===== src/rtl/sprite_state_writer.sv =====
// Per-frame game-state engine: on each vsync fall it advances Mario and the obstacle,
// checks for collision, and burst-writes seven state words into system memory.
module sprite_state_writer #(
    parameter int unsigned SYS_DATA_WIDTH = 18,
    parameter int unsigned SYS_ADDR_WIDTH = 16,
    parameter int unsigned BASE_ADDR      = 'h0050,
    parameter int unsigned X_START        = 64,
    parameter int unsigned X_MAX          = 544,
    parameter int unsigned Y_GROUND       = 400,
    parameter int unsigned RUN_SPEED      = 2,
    parameter int unsigned OBS_SPEED      = 3,
    parameter int unsigned JUMP_V         = 12
) (
    input  logic                      clk,
    input  logic                      reset,
    input  logic                      vsync,
    input  logic                      btn_left,
    input  logic                      btn_right,
    input  logic                      btn_jump,
    output logic [SYS_ADDR_WIDTH-1:0] sys_addr,
    output logic [SYS_DATA_WIDTH-1:0] sys_wr_data,
    output logic                      sys_we,
    output logic                      hit
);

    localparam int unsigned PW = 10;

    localparam logic [PW-1:0]             LP_X_START  = PW'(X_START);
    localparam logic [PW-1:0]             LP_X_MAX    = PW'(X_MAX);
    localparam logic [PW-1:0]             LP_Y_GROUND = PW'(Y_GROUND);
    localparam logic [PW-1:0]             LP_RUN      = PW'(RUN_SPEED);
    localparam logic [PW-1:0]             LP_OBS      = PW'(OBS_SPEED);
    localparam logic [PW-1:0]             LP_HIT_R    = PW'(32);
    localparam logic [5:0]                LP_JUMP_V   = 6'(JUMP_V);
    localparam logic [SYS_ADDR_WIDTH-1:0] LP_BASE     = SYS_ADDR_WIDTH'(BASE_ADDR);

    typedef enum logic [3:0] {
        S_IDLE, S_UPDATE,
        S_WR0, S_WR1, S_WR2, S_WR3, S_WR4, S_WR5, S_WR6,
        S_WAIT
    } state_t;

    state_t r_state;

    logic [1:0] r_btn_l, r_btn_r, r_btn_j;
    logic       r_vs_q;

    logic [PW-1:0] r_mx, r_my, r_ox;
    logic [1:0]    r_mm;
    logic [5:0]    r_vel;
    logic          r_air, r_om, r_hit;
    logic [7:0]    r_fc;

    logic                      r_we;
    logic [SYS_ADDR_WIDTH-1:0] r_addr;
    logic [SYS_DATA_WIDTH-1:0] r_data;

    logic                w_frame_start, w_jump;
    logic                w_go_left, w_go_right;
    logic [PW-1:0]       w_mx_nx, w_y_nx, w_ox_nx, w_dx, w_dy;
    logic [5:0]          w_vel_st, w_vel_nx;
    logic                w_air_st, w_air_nx, w_om_nx, w_hit_nx;
    logic [1:0]          w_mm_nx;
    logic [7:0]          w_fc_nx;
    logic signed [PW:0]  w_y_sum;

    logic [PW-1:0]             w_mx_ld, w_my_ld, w_ox_ld;
    logic [1:0]                w_mm_ld;
    logic [5:0]                w_vel_ld;
    logic                      w_air_ld, w_om_ld, w_hit_ld;
    logic [7:0]                w_fc_ld;
    logic [SYS_DATA_WIDTH-1:0] w_word_nx;

    assign w_frame_start = ~vsync & r_vs_q;
    assign w_jump        = r_btn_j[1];

    always_ff @(posedge clk or negedge reset) begin
        if (!reset) begin
            r_btn_l <= '0;
            r_btn_r <= '0;
            r_btn_j <= '0;
            r_vs_q  <= 1'b1;
        end else begin
            r_btn_l <= {r_btn_l[0], btn_left};
            r_btn_r <= {r_btn_r[0], btn_right};
            r_btn_j <= {r_btn_j[0], btn_jump};
            r_vs_q  <= vsync;
        end
    end

    always_comb begin
        w_go_left  = r_btn_l[1] & ~r_btn_r[1];
        w_go_right = r_btn_r[1] & ~r_btn_l[1];

        w_mx_nx = r_mx;
        if (w_go_left)
            w_mx_nx = (r_mx < LP_RUN) ? '0 : r_mx - LP_RUN;
        else if (w_go_right)
            w_mx_nx = (r_mx > LP_X_MAX - LP_RUN) ? LP_X_MAX : r_mx + LP_RUN;

        // A jump launched this frame also takes its first airborne step this frame.
        w_vel_st = r_vel;
        w_air_st = r_air;
        if (!r_air && w_jump) begin
            w_vel_st = -LP_JUMP_V;
            w_air_st = 1'b1;
        end
        w_y_sum  = $signed({1'b0, r_my}) + $signed({{(PW-5){w_vel_st[5]}}, w_vel_st});
        w_y_nx   = r_my;
        w_vel_nx = w_vel_st;
        w_air_nx = w_air_st;
        if (w_air_st) begin
            if (w_y_sum >= $signed({1'b0, LP_Y_GROUND})) begin
                w_y_nx   = LP_Y_GROUND;
                w_vel_nx = '0;
                w_air_nx = 1'b0;
            end else begin
                w_y_nx   = w_y_sum[PW-1:0];
                w_vel_nx = w_vel_st + 6'd1;
            end
        end

        if (w_air_nx)
            w_mm_nx = 2'd3;
        else if (w_go_left | w_go_right)
            w_mm_nx = (r_fc[2:0] == 3'd7) ? r_mm + 2'd1 : r_mm;
        else
            w_mm_nx = '0;

        w_ox_nx = (r_ox < LP_OBS) ? LP_X_MAX : r_ox - LP_OBS;
        w_om_nx = (r_fc[3:0] == 4'hF) ? ~r_om : r_om;
        w_fc_nx = r_fc + 8'd1;

        w_dx     = (w_mx_nx >= w_ox_nx) ? w_mx_nx - w_ox_nx : w_ox_nx - w_mx_nx;
        w_dy     = (w_y_nx >= LP_Y_GROUND) ? w_y_nx - LP_Y_GROUND : LP_Y_GROUND - w_y_nx;
        w_hit_nx = (w_dx < LP_HIT_R) && (w_dy < LP_HIT_R);
    end

    always_comb begin
        w_mx_ld  = w_mx_nx;
        w_my_ld  = w_y_nx;
        w_mm_ld  = w_mm_nx;
        w_vel_ld = w_vel_nx;
        w_air_ld = w_air_nx;
        w_ox_ld  = w_ox_nx;
        w_om_ld  = w_om_nx;
        w_fc_ld  = w_fc_nx;
        w_hit_ld = w_hit_nx;
        if (r_hit) begin
            if (w_jump) begin
                w_mx_ld  = LP_X_START;
                w_my_ld  = LP_Y_GROUND;
                w_mm_ld  = '0;
                w_vel_ld = '0;
                w_air_ld = 1'b0;
                w_ox_ld  = LP_X_MAX;
                w_om_ld  = 1'b0;
                w_fc_ld  = '0;
                w_hit_ld = 1'b0;
            end else begin
                w_mx_ld  = r_mx;
                w_my_ld  = r_my;
                w_mm_ld  = r_mm;
                w_vel_ld = r_vel;
                w_air_ld = r_air;
                w_ox_ld  = r_ox;
                w_om_ld  = r_om;
                w_fc_ld  = r_fc;
                w_hit_ld = r_hit;
            end
        end
    end

    // Data for the word written in the following WR state, from the updated registers.
    always_comb begin
        w_word_nx = '0;
        case (r_state)
            S_WR0:   w_word_nx = SYS_DATA_WIDTH'(r_my);
            S_WR1:   w_word_nx = SYS_DATA_WIDTH'(r_mm);
            S_WR2:   w_word_nx = SYS_DATA_WIDTH'(r_ox);
            S_WR3:   w_word_nx = SYS_DATA_WIDTH'(LP_Y_GROUND);
            S_WR4:   w_word_nx = SYS_DATA_WIDTH'(r_om);
            S_WR5:   w_word_nx = SYS_DATA_WIDTH'({r_hit, r_fc});
            default: w_word_nx = '0;
        endcase
    end

    always_ff @(posedge clk or negedge reset) begin
        if (!reset) begin
            r_state <= S_IDLE;
            r_we    <= 1'b0;
            r_addr  <= '0;
            r_data  <= '0;
            r_mx    <= LP_X_START;
            r_my    <= LP_Y_GROUND;
            r_mm    <= '0;
            r_vel   <= '0;
            r_air   <= 1'b0;
            r_ox    <= LP_X_MAX;
            r_om    <= 1'b0;
            r_fc    <= '0;
            r_hit   <= 1'b0;
        end else begin
            case (r_state)
                S_IDLE: begin
                    if (w_frame_start)
                        r_state <= S_UPDATE;
                end
                S_UPDATE: begin
                    r_mx    <= w_mx_ld;
                    r_my    <= w_my_ld;
                    r_mm    <= w_mm_ld;
                    r_vel   <= w_vel_ld;
                    r_air   <= w_air_ld;
                    r_ox    <= w_ox_ld;
                    r_om    <= w_om_ld;
                    r_fc    <= w_fc_ld;
                    r_hit   <= w_hit_ld;
                    r_we    <= 1'b1;
                    r_addr  <= LP_BASE;
                    r_data  <= SYS_DATA_WIDTH'(w_mx_ld);
                    r_state <= S_WR0;
                end
                S_WR0, S_WR1, S_WR2, S_WR3, S_WR4, S_WR5: begin
                    r_addr  <= r_addr + SYS_ADDR_WIDTH'(1);
                    r_data  <= w_word_nx;
                    r_state <= state_t'(r_state + 4'd1);
                end
                S_WR6: begin
                    r_we    <= 1'b0;
                    r_state <= S_WAIT;
                end
                S_WAIT: begin
                    if (vsync)
                        r_state <= S_IDLE;
                end
                default: r_state <= S_IDLE;
            endcase
        end
    end

    assign sys_we      = r_we;
    assign sys_addr    = r_addr;
    assign sys_wr_data = r_data;
    assign hit         = r_hit;

endmodule


===== config.mk =====
export PLATFORM = sky130hd
export DESIGN_NAME = sprite_state_writer
export DESIGN_NICKNAME = d
export VERILOG_FILES = /design/src/rtl/sprite_state_writer.sv
export SDC_FILE = /design/constraint.sdc
export NUM_CORES = 1
export LEC_CHECK = 0
export BUFFER_PORTS_ARGS = -buffer_cell sky130_fd_sc_hd__buf_2
export CAP_MARGIN = 0
export CORE_MARGIN = 2
export CORE_UTILIZATION = 50
export DETAILED_ROUTE_END_ITERATION = 16
export PLACE_DENSITY = 0.78
export SETUP_SLACK_MARGIN = 0.02
export SKIP_LAST_GASP = 1
export SLEW_MARGIN = 5
export SYNTH_ARGS = -nofsm -noshare
export SYNTH_HDL_FRONTEND = slang
export SYNTH_SLANG_ARGS = --single-unit
export TNS_END_PERCENT = 20

===== constraint.sdc =====
create_clock -name clk -period 5.8 [get_ports clk]
set_clock_uncertainty 0.05 [all_clocks]
set_input_delay 1.16 -clock clk [delete_from_list [all_inputs] [get_ports clk]]
set_output_delay 1.16 -clock clk [all_outputs]
set_load 0.01 [all_outputs]

==> impl_metrics.json <==
{
  "post_cts_resized": 0,
  "die_h_um": 115,
  "drc": 0,
  "max_freq_mhz": 209,
  "cts_sinks": 87,
  "finalPower_mw": 4.27,
  "seqCellArea_mm2": 0.00219,
  "max_cap_violations": 0,
  "period_share_pct": 82.5,
  "synth_top_area_share_pct": 32.6,
  "firstDrtPassIters": 5,
  "antenna_found_initial": 0,
  "cts_tree": "built",
  "finalNetCount": 791,
  "io_buffers": 33,
  "postSynthCellCount": 730,
  "drive_above_1_share_pct": 10.4,
  "synth.ff_latch_count": 87,
  "status": "complete, no violations",
  "dp_hpwl_um": 11700,
  "timing.rr.start": "r_mx[2]$_DFFE_PN0P_",
  "ios": 42,
  "post_cts_buffers": 0,
  "r2r_cells": 16,
  "yosys.area.top_type": "dfrtp_1",
  "ys.flop_type": "dfrtp_1",
  "ant_nets": 0,
  "via_per_inst": 6.30,
  "path_delay_family": "compound AO/OA/AOI/OAI gates",
  "hold_start": "r_btn_j[0]$_DFF_PN0_",
  "clockBufferDepth": 2,
  "cp.depth": 16,
  "required_ps": 6030,
  "multi_input_area_mm2": 0.00361,
  "antenna_cells": 0,
  "start_util_pct": 51.1,
  "grt_first_pass_wirelength_um": 26100,
  "async_flop_share_pct": 100,
  "rows": 40,
  "synth_area_mm2": 0.00613,
  "synth_cell_types": 72,
  "coreArea_mm2": 0.0120,
  "grt_max_degree": 50,
  "synth.top_cells.by_area": "dfrtp_1 33%, ha_1 8.6%, o21ai_0 5.9%",
  "worst-path-buf-inv": 0,
  "setup_violations": 0,
  "worst_hold_path_type": "reg2reg",
  "holdBufCountCts": 0,
  "crit_fanout": 8,
  "worstPathCellList": "or3_1 > or2_1 > nor3_2 > a2bb2oi_1 > o22ai_1 > a21oi_1 > ha_1 > a211oi_1 > nor2_1 > a2111oi_2 > o21bai_2 > mux2i_1 > xor2_1 > a2111o_1 > nor4_1 > a2bb2oi_2",
  "htreeDepth": 3,
  "cp-start-kind": "flop",
  "dieWidth_um": 115,
  "cts_buffers": 9,
  "grt_pass1_vias": 5481,
  "grt-ovfl-total": 0,
  "vdd.ir_drop.worst_mv": 0.410,
  "clock_latency_ps": 360,
  "crit_path_end_kind": "flop",
  "path_class": "reg2reg",
  "worst-endpoint-arrival_ps": 5010,
  "synth-edff-count": 0,
  "post-synth-top-count-cell": "nand2_1",
  "worst_pin_slew_ps": 932,
  "holdPathEnd": "r_btn_j[1]$_DFF_PN0_",
  "place.gp.congestion": 0.987,
  "timing.rr.end": "hit$_DFFE_PN0P_",
  "whs_ps": 302,
  "cpPeakStageDelay_ps": 470,
  "worst_path_max_delay_cell": "dfrtp_1",
  "postSynthAreaPerCell_um2": 8.40,
  "clockRootBuffer": "clkbuf_16",
  "syn_to_final_growth_pct": 8.61,
  "synthTopCellsByCount": "83 x nand2_1, 80 x dfrtp_1, 72 x o21ai_0",
  "regToRegSetupSlack_ps": 1020,
  "finalWirelength_um": 15800,
  "slew-limit-headroom_pct": 37.7,
  "gr-usage-all-layers_pct": 24.7,
  "power.leakage_nw": 3.03,
  "route.detailed.wl_per_inst_um": 17.7,
  "yosysSeqAreaShare_pct": 35.6,
  "vias": 5642,
  "drt-initial-drc-count": 565,
  "finalHoldViolCount": 0,
  "yosysWarnings": 0,
  "n_fill_cell": 1086,
  "rsz0062_at_grt": "no",
  "cellPowerDensity_mw_per_mm2": 641,
  "dieArea_mm2": 0.0132,
  "min_period_ps": 4780,
  "clk_pin_slew_ps": 70,
  "tns_ps": 0,
  "min_path_cells": 0,
  "drv_slew": 0
}
==> flip-flops by register name, summed over array words and instances, names as in the netlist, 2 cells and up <==
signal,cells
sys_addr,16
r_mx,10
r_my,10
r_ox,10
sys_wr_data,10
r_fc,8
r_vel,6
r_state,4
r_btn_j,2
r_btn_l,2
r_btn_r,2
r_mm,2
==> worst max-delay path by stage <==
stage                                   start               to
final                     r_mx[2]$_DFFE_PN0P_  hit$_DFFE_PN0P_
after global routing      r_mx[2]$_DFFE_PN0P_  hit$_DFFE_PN0P_
after CTS                 r_mx[2]$_DFFE_PN0P_  hit$_DFFE_PN0P_
after detailed placement  r_mx[2]$_DFFE_PN0P_  hit$_DFFE_PN0P_
after global placement    r_mx[2]$_DFFE_PN0P_  hit$_DFFE_PN0P_
after floorplan           r_mx[3]$_DFFE_PN0P_  hit$_DFFE_PN0P_
==> cell usage in the layout, fill, tap and decap left out, types with 8 or more instances in the layout <==
cell type and count:
dfrtp_1 80, mux2i_1 8, o21ai_0 72, o221ai_1 8, o21ai_1 8, nor2_1 41, a21oi_1 56, inv_1 43
a22oi_1 8, buf_2 32, ha_1 42, a22o_1 17, clkbuf_16 9, nor3_1 21, and3_1 16, nand2_1 83
xnor2_1 13, o22ai_1 9, nand3_1 29, conb_1 8
==> power by group <==
group          internal, mW  switching, mW  leakage [nW]
logic                  1.00           1.63          1.80
registers             0.806          0.241          1.08
clock network         0.310          0.282         0.151
==> final cells by class <==
| class | count | share of cell area, % |
|---|---|---|
| Clock buffer | 9 | 3.38 |
| Clock inverter | 7 | 1.22 |
| Inverter | 43 | 2.42 |
| Multi-Input combinational cell | 563 | 54.2 |
| Sequential cell | 87 | 32.8 |
| Tap cell | 147 | 2.76 |
| Timing Repair Buffer | 39 | 3.19 |
==> kinds of logic (layout without fill, tap and decap cells) <==
group           Yosys count  in the layout  synth area share (%)
simple gates            232            232                  17.9
mux                      10             10                  1.67
other cells               1              8                0.0612
fa+ha+maj                42             42                  8.57
xor+xnor                 20             20                  2.86
flops                    87             87                  35.6
buf+inv                  87             98                  5.98
compound gates          251            251                  27.3
==> stage by stage <==
step | instances | instance area, um2 | utilization, % | worst slack (ps)
3_3_place_gp | 879 | 6350 | 52.9 | 1400
2_1_floorplan | 737 | 6160 | - | 1620
6_report | 895 | 6660 | 55.4 | 1020
3_5_place_dp | 879 | 6350 | 52.9 | 1160
4_1_cts | 895 | 6660 | 55.4 | 1140
5_1_grt | 895 | 6660 | 55.4 | 773
==> routing by layer <==
layer  wire [um]  global-route usage (%)  vias to the layer above  share of wire [%]
met5           0                       0                        -                  0
met4         428                    12.2                        0                2.7
met3         933                    4.74                       41                5.9
met2        7610                    40.0                      197                 48
met1        6830                    31.9                     2730                 43
li1            -                       -                     2674                  -
Power figures use the tool's default switching activity.
